**src/rtl/bcd_7seg_scan_driver.sv**
```systemverilog
// Three-digit common-anode multiplexed 7-segment driver with per-frame snapshot and saturation blink.
// Optional macro LEADING_ZERO_BLANK_EN blanks leading zero hundreds/tens digits.
module bcd_7seg_scan_driver #(
    parameter int REFRESH_CYCLES = 50000,
    parameter int BLINK_FRAMES   = 16
) (
    input  logic       clk,
    input  logic       reset_n,
    input  logic [3:0] ones,
    input  logic [3:0] tens,
    input  logic [3:0] hundreds,
    input  logic       saturation,
    output logic [6:0] sseg,
    output logic [2:0] an
);

    localparam int RC_W = $clog2(REFRESH_CYCLES);
    localparam int BC_W = $clog2(BLINK_FRAMES + 1);
    localparam logic [RC_W-1:0] RC_LAST = RC_W'(REFRESH_CYCLES - 1);
    localparam logic [BC_W-1:0] BC_LAST = BC_W'(BLINK_FRAMES);

    function automatic logic [6:0] decode(input logic [3:0] d);
        logic [6:0] seg;
        case (d)
            4'd0:    seg = 7'b1000000;
            4'd1:    seg = 7'b1111001;
            4'd2:    seg = 7'b0100100;
            4'd3:    seg = 7'b0110000;
            4'd4:    seg = 7'b0011001;
            4'd5:    seg = 7'b0010010;
            4'd6:    seg = 7'b0000010;
            4'd7:    seg = 7'b1111000;
            4'd8:    seg = 7'b0000000;
            4'd9:    seg = 7'b0010000;
            default: seg = 7'b0111111;
        endcase
        return seg;
    endfunction

    logic [RC_W-1:0] rc_q, rc_d;
    logic [1:0]      idx_q, idx_d;
    logic [3:0]      ones_q, ones_d, tens_q, tens_d, hund_q, hund_d;
    logic            sat_q, sat_d;
    logic [BC_W-1:0] blink_cnt_q, blink_cnt_d;
    logic            blank_q, blank_d;
    logic            started_q, started_d;
    logic [6:0]      sseg_q, sseg_d;
    logic [2:0]      an_q, an_d;

    logic            wrap_s, frame_start_s, lit_s;
    logic [3:0]      digit_s;
    logic [2:0]      an_sel_s;

    // Scan timing, frame-start snapshot, blink phase and next-state display outputs.
    always_comb begin
        rc_d        = rc_q;
        idx_d       = idx_q;
        ones_d      = ones_q;
        tens_d      = tens_q;
        hund_d      = hund_q;
        sat_d       = sat_q;
        blink_cnt_d = blink_cnt_q;
        blank_d     = blank_q;
        started_d   = 1'b1;
        digit_s     = 4'd0;
        an_sel_s    = 3'b111;
        lit_s       = 1'b0;
        sseg_d      = 7'b1111111;
        an_d        = 3'b111;

        wrap_s = (rc_q == RC_LAST);
        if (wrap_s) begin
            rc_d  = '0;
            idx_d = (idx_q == 2'd2) ? 2'd0 : idx_q + 2'd1;
        end else begin
            rc_d  = rc_q + RC_W'(1);
            idx_d = idx_q;
        end

        // The first edge out of reset counts as a frame start so the display has data at once.
        frame_start_s = !started_q || (wrap_s && (idx_q == 2'd2));

        if (frame_start_s) begin
            ones_d = ones;
            tens_d = tens;
            hund_d = hundreds;
            sat_d  = saturation;
            if (saturation) begin
                if (blink_cnt_q >= BC_LAST) begin
                    blink_cnt_d = BC_W'(1);
                    blank_d     = ~blank_q;
                end else begin
                    blink_cnt_d = blink_cnt_q + BC_W'(1);
                    blank_d     = blank_q;
                end
            end else begin
                blink_cnt_d = '0;
                blank_d     = 1'b0;
            end
        end else begin
            blink_cnt_d = blink_cnt_q;
            blank_d     = blank_q;
        end

        case (idx_d)
            2'd0: begin
                digit_s  = ones_d;
                an_sel_s = 3'b110;
                lit_s    = 1'b1;
            end
            2'd1: begin
                digit_s  = tens_d;
                an_sel_s = 3'b101;
`ifdef LEADING_ZERO_BLANK_EN
                lit_s    = !((hund_d == 4'd0) && (tens_d == 4'd0));
`else
                lit_s    = 1'b1;
`endif
            end
            2'd2: begin
                digit_s  = hund_d;
                an_sel_s = 3'b011;
`ifdef LEADING_ZERO_BLANK_EN
                lit_s    = (hund_d != 4'd0);
`else
                lit_s    = 1'b1;
`endif
            end
            default: begin
                digit_s  = 4'd0;
                an_sel_s = 3'b111;
                lit_s    = 1'b0;
            end
        endcase

        if (blank_d || !lit_s) begin
            sseg_d = 7'b1111111;
            an_d   = 3'b111;
        end else begin
            sseg_d = decode(digit_s);
            an_d   = an_sel_s;
        end
    end

    // State and output registers with synchronous active-low reset.
    always_ff @(posedge clk) begin
        if (!reset_n) begin
            rc_q        <= '0;
            idx_q       <= 2'd0;
            ones_q      <= 4'd0;
            tens_q      <= 4'd0;
            hund_q      <= 4'd0;
            sat_q       <= 1'b0;
            blink_cnt_q <= '0;
            blank_q     <= 1'b0;
            started_q   <= 1'b0;
            sseg_q      <= 7'b1111111;
            an_q        <= 3'b111;
        end else begin
            rc_q        <= rc_d;
            idx_q       <= idx_d;
            ones_q      <= ones_d;
            tens_q      <= tens_d;
            hund_q      <= hund_d;
            sat_q       <= sat_d;
            blink_cnt_q <= blink_cnt_d;
            blank_q     <= blank_d;
            started_q   <= started_d;
            sseg_q      <= sseg_d;
            an_q        <= an_d;
        end
    end

    assign sseg = sseg_q;
    assign an   = an_q;

endmodule

```
**config.mk**
```make
export PLATFORM = sky130hd
export DESIGN_NAME = bcd_7seg_scan_driver
export DESIGN_NICKNAME = d
export VERILOG_FILES = /design/src/rtl/bcd_7seg_scan_driver.sv
export SDC_FILE = /design/constraint.sdc
export NUM_CORES = 1
export LEC_CHECK = 0
export ABC_AREA = 1
export BUFFER_PORTS_ARGS = -buffer_cell sky130_fd_sc_hd__buf_2
export CAP_MARGIN = 25
export CORE_UTILIZATION = 50
export CTS_BUF_LIST = sky130_fd_sc_hd__clkbuf_4 sky130_fd_sc_hd__clkbuf_8
export DETAILED_ROUTE_END_ITERATION = 10
export GPL_ROUTABILITY_DRIVEN = 0
export PLACE_DENSITY = 0.81
export SYNTH_ARGS = -nofsm -noshare
export SYNTH_HDL_FRONTEND = slang
export SYNTH_SLANG_ARGS = --single-unit
export TNS_END_PERCENT = 30
```
**constraint.sdc**
```tcl
create_clock -name clk -period 2.73 [get_ports clk]
set_input_delay 0.6825 -clock clk [delete_from_list [all_inputs] [get_ports clk]]
set_output_delay 0.6825 -clock clk [all_outputs]
set_load 0.1 [all_outputs]
```
Word level (Yosys, flattened, before mapping)
Memory sizes are Yosys's and may differ from the RTL's. A register that Yosys moved wholly into a read port is not among the register bits.
Cells that the tools add are included.

operators by class
  $add $sub $neg = 3
  magnitude comparators = 1
  equality and inequality tests = 4
  mux-type cells = 14
  bitwise gates (word level) = 2
  reductions and logical operators = 9

operators by type and width
  operator                                                  count
  adder 16 x 1 -> 16 bit, second input constant             1
  equality test 16 bit, second input constant               1
  2-to-1 mux 4 bit                                          3
  one-hot mux 4 bit (3 select lines)                        1
  2-to-1 mux 5 bit                                          2
  one-hot mux 3 bit (3 select lines)                        1
  adder 5 x 1 -> 5 bit, second input constant               1
  greater-or-equal comparator 5 bit, second input constant  1
  2-to-1 mux 1 bit                                          5
  equality test 2 bit, second input constant                2
  2-to-1 mux 2 bit                                          2
  OR reduction 2 bit                                        2
  OR reduction 3 bit                                        1
  adder 2 x 1 -> 2 bit, second input constant               1
  equality test 2 x 1 -> 1 bit, second input constant       1
  logical NOT 1 bit                                         2
  logical NOT 2 bit                                         1
  logical OR 1 bit                                          2
  inverter 1 bit                                            2
  logical AND 1 bit                                         1

storage, ports and cells
  register bits after elaboration = 40
  bits in read-only memories = 112
  bits of input ports = 15
  output and inout bits = 10
  logic and storage cells = 43
  memories kept = 1

memories
  name              words  width  read ports  clocked after memory_dff  wr ports  line  text
  (name not given)  16     7      1           1                         0         24    case (d)

Longest topological paths before layout
Gate-level depths: netlist of the first run.

  word-level depth = 9
  gate-level depth with buffers = 18
  mapped depth without buffers = 18

Worst setup path after synthesis of the first run
OpenSTA, ideal clock, no wires.

  path type = register to register
  start point = reg rc_q[0]
  end point = reg sseg_q[3], in the netlist sseg[3]
  arrival = 2.065 ns
  required time = 2.608 ns
  slack = 0.542 ns
  stages on the path, launching flop included = 17
  path buffers = 1
  clock period less this slack = 2.188 ns
  path through = dfxtp_1 -> ha_1 -> nand3_2 -> nor2_4 -> nand3_4 -> nand2_4 -> buf_8 -> nand2_2 -> o21ai_2 -> nor2_2 -> nor2_4 -> inv_1 -> ha_1 -> inv_1 -> nand2_1 -> nand3_1 -> nand3_1

on the way
  word-level cells in the longest chain between the ends = 8

ends and longest elaborated chain
  what                                               line  text
  start, declared                                    40    logic [RC_W-1:0] rc_q, rc_d;
  start signal, assigned                             160   rc_q <= rc_d;
  equality test 16 bit *                             71    wrap_s = (rc_q == RC_LAST);
  2-to-1 mux 2 bit                                   72    if (wrap_s) begin
  equality test 2 bit, or another cell as far along  105   case (idx_d)
  OR reduction 3 bit (no line)                       -
  2-to-1 mux 1 bit                                   105
  logical NOT 1 bit                                  136   if (blank_d || !lit_s) begin
  logical OR 1 bit                                   136
  OR reduction 2 bit (no line)                       -
  end, declared                                      47    logic [6:0] sseg_q, sseg_d;

Every way passes the cells marked *; elsewhere a longest branch is shown, timed or not.
A chain may end at the register's enable or synchronous reset.

Final worst setup path of the first run
Ends and elaborated chain as after synthesis.

==> metrics.txt, run 1 <==
run status finished, final reports clean; clk buf depth 2; Rel. slew slack 68.0%; Final setup viols 0; final wirelength 4.28 mm; hold path cells 1; Clock Skews 0.00945 ns; setup TNS 0 ns; All-Layer GR Usage 18.8%; Area Growth Syn to Fin 10.8%; area taken by flip-flops and latches between 900 and 1000 um^2; Die Y 70.4 um; crit path max fanout 26; FMAX around 0.41 GHz; worst slew pin tran a little under 0.5 ns; Via density 5.00; Root Buffer clkbuf_8; average cell area after synthesis 7.34 um^2; required time worst endpoint 2.92 ns; largest net degree at the start of global routing 27; # rows 24; Starting Density 53.0%; post-route core utilization 58.8%; combinational family with the most area after synthesis simple AND/OR/NAND/NOR gates; number of port buffers 24; max incr delay on CP about 0.35 ns; Post-Synth Adder-Cell Area 4.28%; Clk Latency, worst-skew pair 0.30 ns; post-CTS setup repair buffer count 0; r2r worst-path depth 16; crit path cell chain ha_1 -> nand3_2 -> nor2_4 -> nand3_4 -> nand2_8 -> inv_2 -> nand2_1 -> nand2_1 -> nand2_1 -> nand3_1 -> inv_1 -> ha_1 -> inv_1 -> nand2_1 -> nand3_1 -> nand3_1; Final Critical Period 2.46 ns; initial antenna violation count 0; Nets ~370; Remaining DRCs 0; Simple-Gate Fraction of Synth Area 36.7%; Seq/Total Area, Yosys 40.2%; die area 4960 um^2; Slowest cell on crit path dfxtp_1; TritonCTS clock tree done; total CTS buffers 5; Iteration-0 DRC Markers 65; period utilization 90.1%; Setup crit end kind flip-flop; crit path kind reg2reg; Compound-Gate Fraction of Synth Area 9.99%; Cell variety after synth 36; filler instances roughly 440; Syn Nets 342; drt first pass iters 4; CP arrival 2.65 ns; Leakage roughly 1.2 nW; final worst slack 0.272 ns; area of the multi-input gates 1230 um^2; placed insts 391; vias in the first global route 1841; xor/xnor share of the synthesized area 1.12%; HPWL Detailed 3.24 mm; GRT overflow 0; H-Tree Depth 2; synthesized cell area 2340 um^2; DIE WIDTH between 70 and 80 um; maximum VDD drop 0.351 mV; Setup WS pre-CTS between 0.15 and 0.2 ns; Clock transition at path regs around 0.08 ns; diode count 0; proportion of synthesized area in mux cells 0%; first-pass GRT wire length 7.46 mm; Final Hold Fails 0; Vias 1990; Ys Warns 0; Top cell by count, worst path nand2_1; wire per inst 10.8 um; Worst setup SP type flip-flop; Yosys reg bits 47; max_cap viols 0; cells after synthesis 319; number of I/O pins 25; PwrDens 533 nW/um^2; fin cells 398; layout cells sized above 1 18.8%; Hold WC Path Type reg2reg; RSZ-0062 raised after global routing no; core footprint between 4000 and 5000 um^2; max-slew violations 0; remaining antenna violation count after routing 0; CTS sink cnt 47
## registers in the layout, summed over array words and instances (netlist names)
register / cells
an: 3
blink_cnt_q: 5
sseg: 7
ones_q: 4
blank_q: 1
tens_q: 4
hund_q: 4
rc_q: 16
started_q: 1
idx_q: 2
## worst max-delay path: cells and delay by family, from the launching register on
| family | cells | cell delay, ns |
|---|---|---|
| adder cells (fa/ha/maj) | 2 | 0.44 |
| buffers and inverters | 3 | 0.31 |
| flip-flops | 1 | 0.35 |
| AND/OR/NAND/NOR | 11 | 1.26 |
## repair_timing
item | 4_1_cts | 5_1_grt
setup endpoints to repair | 0 | 2
resized for setup | 0 | 2
hold buffers | 0 | 0
## power by group
group	internal (mW)	switching, mW	leakage, nW	total [mW]
sequential	0.715	0.0128	0.385	0.728
combinational	0.0598	0.180	0.733	0.240
clock	0.199	0.215	0.0470	0.414
total	0.974	0.408	1.17	1.38
## cells in the mapped netlist, drive strengths merged
cell    count  area share [%]
clkinv      1            0.16
ha          8             4.3
inv        36             5.8
nand4       4             1.1
nand3      27             6.7
a21oi      22             4.7
nand3b      2            0.64
a211oi      2            0.64
nor3        2            0.43
o21ai      12             2.9
nand2      95              17
xnor2       1            0.37
a31oi       1            0.27
nor2       45             9.9
o211ai      2            0.86
and3        1            0.27
xor2        2            0.75
nor4b       1            0.37
or2         1            0.27
o21a        2            0.64
dfxtp      47              40
clkbuf      1            0.16
buf         4             1.6
## per-layer routing
layer | GRT usage [%] | routed length [um] | vias to the layer above | part of all wire [%]
li1 | - | - | 1069 | -
met1 | 21.4 | 1970 | 889 | 46
met2 | 33.5 | 2110 | 27 | 49
met3 | 4.47 | 149 | 5 | 3.5
met4 | 7.33 | 54 | 0 | 1.3
met5 | 0 | 0 | - | 0
## per-stage QoR
step | cell area (um^2) | hold WS, ns | power, mW
floorplan | 2340 | 0.418 | 0.940
global placement | 2490 | 0.431 | 0.980
detailed placement | 2490 | 0.445 | 0.984
CTS | 2580 | 0.455 | 1.40
global route | 2590 | 0.476 | 1.44
finish | 2590 | 0.449 | 1.38
## placed cells by master (no fill, tap or decap), drive strengths merged
| cell type | count |
|---|---|
| xor2 | 2 |
| nor3 | 2 |
| o21ai | 12 |
| or2 | 1 |
| nand3b | 2 |
| inv | 36 |
| a211oi | 2 |
| o211ai | 2 |
| a21oi | 22 |
| dfxtp | 47 |
| clkinv | 2 |
| nor4b | 1 |
| buf | 25 |
| nand2 | 95 |
| and3 | 1 |
| a31oi | 1 |
| o21a | 2 |
| nand4 | 4 |
| xnor2 | 1 |
| clkbuf | 6 |
| nand3 | 27 |
| ha | 8 |
| nor2 | 45 |
## path summary, 6_finish.rpt
path                                    startpoint            endpoint  slack (ns)
worst min-delay path            rc_q[0]$_SDFF_PP0_  rc_q[0]$_SDFF_PP0_        0.45
worst min register to register  rc_q[0]$_SDFF_PP0_  rc_q[0]$_SDFF_PP0_        0.45
worst max register to register  rc_q[0]$_SDFF_PP0_  sseg[3]$_SDFF_PP1_        0.27
worst max-delay path            rc_q[0]$_SDFF_PP0_  sseg[3]$_SDFF_PP1_        0.27
## area by class of cell
cell class                      instances  area share (%)
Multi-Input combinational cell        230            47.6
Timing Repair Buffer                   25            4.92
Tap cell                               52            2.51
Clock buffer                            6            3.18
Sequential cell                        47            36.3
Clock inverter                          1           0.193
Inverter                               37            5.35
## logic make-up after synthesis
logic type      count (synthesis)
flops                          47
buf+inv                        42
compound gates                 41
simple gates                  178
fa+ha+maj                       8
xor+xnor                        3
Power figures use the tool's default switching activity.
==> run 2, diff against run 1 <==
--- a/config.mk
+++ b/config.mk
@@ -8,11 +8,11 @@
 export ABC_AREA = 1
 export BUFFER_PORTS_ARGS = -buffer_cell sky130_fd_sc_hd__buf_2
 export CAP_MARGIN = 25
-export CORE_UTILIZATION = 50
+export CORE_UTILIZATION = 60
 export CTS_BUF_LIST = sky130_fd_sc_hd__clkbuf_4 sky130_fd_sc_hd__clkbuf_8
 export DETAILED_ROUTE_END_ITERATION = 10
 export GPL_ROUTABILITY_DRIVEN = 0
-export PLACE_DENSITY = 0.81
+export PLACE_DENSITY = 0.92
 export SYNTH_ARGS = -nofsm -noshare
 export SYNTH_HDL_FRONTEND = slang
 export SYNTH_SLANG_ARGS = --single-unit
==> metrics.txt, run 2 (same netlist as run 1, synthesis figures left out) <==
Net Sw Power 0.420 mW; total CTS buffers 5; Clock Skews 0.0105 ns; HPWL Detailed around 3.5 mm; Starting Density 63.5%; Vias 2093; Die Y ~64 um; CTS sink cnt 47; clk buf depth 2; r2r worst-path depth 15; area of the multi-input gates 1250 um^2; Nets 370; Flop pwr share 52.3%; H-Tree Depth 2; diode count 0; run status finished, final reports clean; setup TNS 0 ns; # rows 22; FMAX 0.420 GHz; final worst slack 0.350 ns; most frequent cells in the layout 84 x nand2_1, 47 x dfxtp_1, 34 x nor2_1, 31 x inv_1, 24 x buf_2; maximum VDD drop 0.262 mV; Hold Path Sink rc_q[0]$_SDFF_PP0_; final wirelength 4.74 mm; remaining antenna violation count after routing 0; Via density 5.29; Clock transition at path regs 0.08 ns; die area 4160 um^2; PwrDens 535 nW/um^2; Final setup viols 0; most common cell after layout, fill and taps aside nand2_1; vias in the first global route 1917; required time worst endpoint 2.92 ns; All-Layer GR Usage 24.9%; Hold WC Path Type reg2reg; Final Critical Period about 2.4 ns; crit path max fanout 5; power share of the clock group 30.1%; Root Buffer clkbuf_8; number of port buffers 24; Clk Latency, worst-skew pair 0.30 ns; initial antenna violation count 0; filler instances 280; Pwr Total 1.39 mW; CP arrival 2.57 ns; area taken by flip-flops and latches 941 um^2; Worst R2R Start rc_q[0]$_SDFF_PP0_; hold path cells 1; post-route core utilization 70.7%; Setup WS pre-CTS 0.190 ns; wire per inst 12.0 um; Remaining DRCs 0; R2R Setup Slk around 0.35 ns; crit path kind reg2reg; number of I/O pins 25; Area Growth Syn to Fin 11.3%; Rel. slew slack between 60% and 70%; core footprint 3690 um^2; Largest register FFs 16; DIE WIDTH 64.5 um; layout cells sized above 1 about a fifth; Hold WS ~0.45 ns; Leakage around 1.2 nW; Gate power share approximately 18%; worst slew pin tran 0.485 ns; Final Hold Fails 0; Hold Path Origin rc_q[0]$_SDFF_PP0_; drt first pass iters 4; max-slew violations 0; Reg with most FFs rc_q; GRT overflow 0; TritonCTS clock tree done; Setup crit end kind flip-flop; largest net degree at the start of global routing 27; Worst R2R End sseg[3]$_SDFF_PP1_; sw frac between 30% and 40%; first-pass GRT wire length slightly below 8 mm; Iteration-0 DRC Markers 90; Worst setup SP type flip-flop; max_cap viols 0; hold buffer count at CTS 0; internal power of the cells 0.975 mW; period utilization 87.2%; RSZ-0062 raised after global routing no
## run 2: power groups by stage
stage	clock network (mW)	registers, mW	logic [mW]
after detailed placement	0	0.745	0.241
after CTS	0.432	0.728	0.242
after global placement	0	0.743	0.236
after floorplan	0	0.834	0.106
after global routing	0.461	0.733	0.266
final	0.419	0.730	0.246
## run 2: metrics by stage
| step | area [um^2] | instances |
|---|---|---|
| detailed placement | 2490 | 387 |
| floorplan | 2340 | 319 |
| finish | 2610 | 396 |
| global placement | 2490 | 387 |
| global route | 2610 | 396 |
| CTS | 2580 | 395 |
## run 2: critical path, stage by stage (launching register included)
cell and delay (ns):
dfxtp_1 0.36, ha_1 0.20, nand3_2 0.14, nor2_4 0.19
nand2_1 0.12, nand2_1 0.10, nand2_2 0.08, nor2_2 0.25
nand2_1 0.11, nand3_2 0.13, inv_2 0.06, ha_1 0.28
inv_1 0.05, nand2_1 0.06, nand3_1 0.09, nand3_1 0.06
## run 2: timing repair
action	in CTS	in global routing
gates resized for setup	0	4
setup buffers	0	0
setup endpoints to repair	0	5
## run 2: final cells by class
cell class / instances / area share, %
Timing Repair Buffer: 25 / 4.90
Inverter: 37 / 5.33
Multi-Input combinational cell: 231 / 48.0
Tap cell: 48 / 2.30
Clock inverter: 1 / 0.192
Sequential cell: 47 / 36.1
Clock buffer: 7 / 3.22
## run 2: worst max path at each step
stage / end / cells after the start / slack (ns) / from
6_report: sseg[3]$_SDFF_PP1_ / 15 / 0.35 / rc_q[0]$_SDFF_PP0_
5_1_grt: sseg[3]$_SDFF_PP1_ / 16 / 0.05 / rc_q[0]$_SDFF_PP0_
3_3_place_gp: sseg[3]$_SDFF_PP1_ / 16 / 0.32 / rc_q[0]$_SDFF_PP0_
3_5_place_dp: sseg[3]$_SDFF_PP1_ / 16 / 0.19 / rc_q[0]$_SDFF_PP0_
2_1_floorplan: sseg[3]$_SDFF_PP1_ / 16 / 0.54 / rc_q[0]$_SDFF_PP0_
4_1_cts: sseg[3]$_SDFF_PP1_ / 16 / 0.18 / rc_q[0]$_SDFF_PP0_
## run 2: metal layers
layer | vias to the layer above | global-route usage (%) | wire (um)
met4 | 0 | 12.2 | 112
met5 | - | 0 | 0
met1 | 959 | 28.1 | 2140
li1 | 1073 | - | -
met2 | 48 | 41.6 | 2200
met3 | 13 | 8.63 | 285
